===== src/rtl/pipe_skid_reg.sv =====
// rtl/pipe_skid_reg.sv - two-entry skid register stage with registered in_ready and flush
module pipe_skid_reg #(
  parameter int                   DATA_BITS   = 32,
  parameter logic [DATA_BITS-1:0] RESET_VALUE = '0
) (
  input  logic                 clk,
  input  logic                 rst,
  input  logic                 flush,
  input  logic                 in_valid,
  output logic                 in_ready,
  input  logic [DATA_BITS-1:0] in_data,
  output logic                 out_valid,
  input  logic                 out_ready,
  output logic [DATA_BITS-1:0] out_data,
  output logic [1:0]           occupancy
);

  // State encoding doubles as the entry count driven on occupancy.
  typedef enum logic [1:0] {
    ST_EMPTY = 2'd0,
    ST_BUSY  = 2'd1,
    ST_FULL  = 2'd2
  } state_t;

  state_t               r_state;
  logic                 r_in_ready;
  logic                 r_out_valid;
  logic [DATA_BITS-1:0] r_main;
  logic [DATA_BITS-1:0] r_skid;

  // Handshake FSM: main register feeds the output, skid catches the one beat
  // that arrives while the output is stalled; in_ready is registered so that
  // out_ready never reaches it combinationally.
  always_ff @(posedge clk or posedge rst) begin
    if (rst) begin
      r_state     <= ST_EMPTY;
      r_in_ready  <= 1'b1;
      r_out_valid <= 1'b0;
      r_main      <= RESET_VALUE;
      r_skid      <= RESET_VALUE;
    end else if (flush) begin
      // Drop every held entry; data registers keep their contents.
      r_state     <= ST_EMPTY;
      r_in_ready  <= 1'b1;
      r_out_valid <= 1'b0;
    end else begin
      case (r_state)
        ST_EMPTY: begin
          if (in_valid) begin
            r_main      <= in_data;
            r_state     <= ST_BUSY;
            r_out_valid <= 1'b1;
            r_in_ready  <= 1'b1;
          end
        end
        ST_BUSY: begin
          if (in_valid && out_ready) begin
            // Pass-through: replace the departing entry with the new one.
            r_main <= in_data;
          end else if (in_valid) begin
            // Output stalled: park the new beat in the skid register.
            r_skid     <= in_data;
            r_state    <= ST_FULL;
            r_in_ready <= 1'b0;
          end else if (out_ready) begin
            r_state     <= ST_EMPTY;
            r_out_valid <= 1'b0;
          end
        end
        ST_FULL: begin
          // Upstream is held off here; only a drain can change anything.
          if (out_ready) begin
            r_main     <= r_skid;
            r_state    <= ST_BUSY;
            r_in_ready <= 1'b1;
          end
        end
        default: begin
          r_state     <= ST_EMPTY;
          r_in_ready  <= 1'b1;
          r_out_valid <= 1'b0;
        end
      endcase
    end
  end

  assign in_ready  = r_in_ready;
  assign out_valid = r_out_valid;
  assign out_data  = r_main;
  assign occupancy = r_state;

endmodule

===== config.mk =====
export PLATFORM = sky130hd
export DESIGN_NAME = pipe_skid_reg
export DESIGN_NICKNAME = d
export VERILOG_FILES = /design/src/rtl/pipe_skid_reg.sv
export SDC_FILE = /design/constraint.sdc
export NUM_CORES = 1
export LEC_CHECK = 0
export BUFFER_PORTS_ARGS = -buffer_cell sky130_fd_sc_hd__buf_2
export CAP_MARGIN = 20
export CORE_AREA = 4 4 114 116
export DETAILED_ROUTE_END_ITERATION = 8
export DIE_AREA = 0 0 118 120
export HOLD_SLACK_MARGIN = 0.08
export PLACE_DENSITY = 0.51
export SYNTH_ARGS = -nofsm -noshare
export SYNTH_HDL_FRONTEND = slang
export SYNTH_SLANG_ARGS = --single-unit
export TNS_END_PERCENT = 1

===== constraint.sdc =====
create_clock -name clk -period 1.7 [get_ports clk]
set_input_delay 0.085 -clock clk [delete_from_list [all_inputs] [get_ports clk]]
set_output_delay 0.085 -clock clk [all_outputs]
set_load 0.02 [all_outputs]

==> run_results.csv <==
group,metric,value,unit
status,status,"finished clean",
worst_setup_path,cp-startpoint,"out_ready",
detailed_routing,drt_pass1_iterations,4,
die,ios,73,
worst_setup_path,path_max_fanout,17,
global_route,grt_pass1_wl,11700,µm
finish,final_core_utilization,36.0,%
sta,setup_viol,0,
pwr,cellPowerDensity,1220,nW/µm²
synthesis,yosys_register_bits,68,
pwr,comb_power_share,21.1,%
flow_run,maxCapViolCount,0,
sta,tightest_slew,0.503,ns
synthesis,syn_inst,198,
sta,clock_skew,0.00456,ns
cts,cts_resized,0,
synthesis,synth-edff-count,0,
sta,setup_tns,0,ns
die,coreArea,11900,µm²
cts,clock-sinks,68,
synthesis,ys_types,24,
sta,fin_crit,1.59,ns
pwr,p_sw_share,25.8,%
sta,rsz0062_at_grt,"no",
detailed_routing,drtIter0Drc,45,
detailed_routing,routed_wl,6500,µm
worst_setup_path,rr_startpoint,"occupancy[1]$_DFFE_PP0P_",
die,dieArea,14200,µm²
place,dp_slack,0.122,ns
cts,clk_path_buf_depth,2,
worst_setup_path,cp_data_arrival_time,1.80,ns
detailed_routing,via_count,2007,
cts,clock_latency,0.33,ns
sta,whs,0.209,ns
worst_setup_path,start_kind,"primary input",
finish,area.growth.synth_to_final,41.1,%
cts,cts_tree,"yes",
place,io_buffers,72,
pwr,clockPowerShare,36.8,%
global_route,grt_max_degree,39,
finish,fin_nets,352,
synthesis,syn_nets,235,
synthesis,synth_simple_gate_area_share,2.63,%
worst_setup_path,worst_ep_required_time,1.91,ns
finish,drive_gt1_share,61.9,%
pwr,ir_drop,407,µV
cts,htreeDepth,3,
finish,n_antenna_cell,0,
synthesis,synthArstFlopShare,100,%
synthesis,synthAdderAreaFrac,0,%
synthesis,yosysWarnings,0,
synthesis,ys_seq_area_share,56.0,%
finish,fillers,1172,
die,num_rows,40,
synthesis,synth_xor_area_share,0,%
sta,fin_crit_sh,93.5,%
min_path,min_from,"in_valid",
pwr,p_sw,1350,µW
pwr,p_leak,0.00193,µW
detailed_routing,wl_per_cell,14.0,µm
global_route,antenna_found_initial,0,
cts,postCtsSetupRepairBufs,0,
worst_setup_path,end_kind,"flip-flop",
synthesis,syn_area,3040,µm²
sta,slew_violations,0,
detailed_routing,vias_per_cell,4.32,
detailed_routing,ant_nets,0,
sta,finalWorstSetupSlack,0.111,ns
pwr,power_frac_seq,42.1,%
cts,clkTransAtPathRegs,0.05,ns
worst_setup_path,critical_path_class,"primary input to flip-flop",
synthesis,synth_area_per_cell,15.4,µm²
die,die_y,120,µm
synthesis,synth-compound-area-share,2.34,%
place,gp_congestion,0.638,
place,placed_cell_area,3630,µm²
detailed_routing,drc,0,
global_route,overflow,0,
finish,fin_area,4290,µm²
sta,hold_viol,0,
min_path,worstHoldPathType,"primary input to flip-flop",
cts,numCtsBuffers,9,
synthesis,synth_flop_cell,"dfrtp_1",
place,hpwlAfterDp,4370,µm
pwr,p_int,3880,µW
synthesis,synth_mux_area_share,35.9,%
global_route,grt_usage,10.6,%
sta,max_freq,629,MHz
cts,cts_root_buf,"clkbuf_16",
synthesis,synth_top_family_by_area,"multiplexers",
cts,hold_buffers,35,
sta,relSlewSlack,66.4,%
die,fp.dieW,118,µm
global_route,first_global_vias,2328,
die,initial_core_util,25.5,%
## Yosys cell counts, types with 2 or more instances
library cell   n  share of area (%)
buf_2          4               0.66
nand2b_1       3               0.62
o21bai_1       2               0.49
mux2_2        94                 35
buf_6          6                2.2
a21oi_1        2               0.33
nor2_1         2               0.25
mux2_1         2               0.74
dfrtp_1       67                 55
nor2b_1        2               0.41
## layout by cell type (no fill, tap or decap), types with 4 or more instances in the layout
master	netlist	final
mux2_2	94	94
buf_12	0	4
buf_4	0	6
clkbuf_16	0	9
dlygate4sd3_1	0	35
clkbuf_8	0	4
dfrtp_1	67	67
buf_2	4	72
## routing by layer
metal  part of all wire, %  global-route usage [%]  vias up
met5                     0                       0        -
met4                   1.5                    4.84        0
met3                   6.1                    4.38       10
met2                    49                    17.6       53
met1                    43                    12.0      992
li1                      -                       -      952
## metrics by stage
step | cells | total power, µW
global route | 465 | 5540
global placement | 416 | 3250
CTS | 465 | 5340
floorplan | 198 | 2910
detailed placement | 416 | 3290
finish | 465 | 5220
## worst max-delay path, cell delays in order
cell	delay, ns
dlygate4sd3_1	0.52
buf_2	0.18
mux2i_1	0.15
o31ai_4	0.30
buf_12	0.20
mux2_2	0.35
## layout make-up
cell class              instances  area, µm²  share of cell area, %
flip-flops and latches         68       1700                   39.7
well taps                     147        184                   4.29
clock inverters                 1       30.0                  0.700
multi-input cells             118       1250                   29.1
inverters                       1       7.51                  0.175
repair buffers                117        836                   19.5
clock buffers                  13        280                   6.53
## power by group through the flow
stage / Combinational (µW) / Clock, µW / Sequential, µW
final: 1100 / 1920 / 2200
after global routing: 1210 / 2070 / 2250
after CTS: 1130 / 2010 / 2200
after detailed placement: 1060 / 0 / 2230
after global placement: 1040 / 0 / 2210
after floorplan: 506 / 0 / 2410
## path summary, 6_finish.rpt
kind                                       endpoint  slack (ns)  cells after the start
setup / recovery            out_data[5]$_DFFE_PP0P_        0.11                      6
hold / removal                 in_ready$_DFFE_PP1P_        0.21                      4
setup reg to reg            out_data[5]$_DFFE_PP0P_        0.12                      4
hold reg to reg            out_data[15]$_DFFE_PP0P_        0.49                      1
max in group asynchronous      in_ready$_DFFE_PP1P_        0.88                      4
min in group asynchronous   out_data[3]$_DFFE_PP0P_        0.40                      4
## flip-flops by register name, summed over array words and instances, names as in the netlist
signal	flops
out_data	32
occupancy	2
r_skid	32
in_ready	1
out_valid	1
## kinds of logic (layout without fill, tap and decap cells)
kind of cell / Yosys count / in the layout
buffers and inverters: 12 / 132
AOI/OAI and AO/OA: 8 / 8
muxes: 97 / 97
and+or+nand+nor: 13 / 13
DFF: 68 / 68
(Power assumes the default switching activity.)
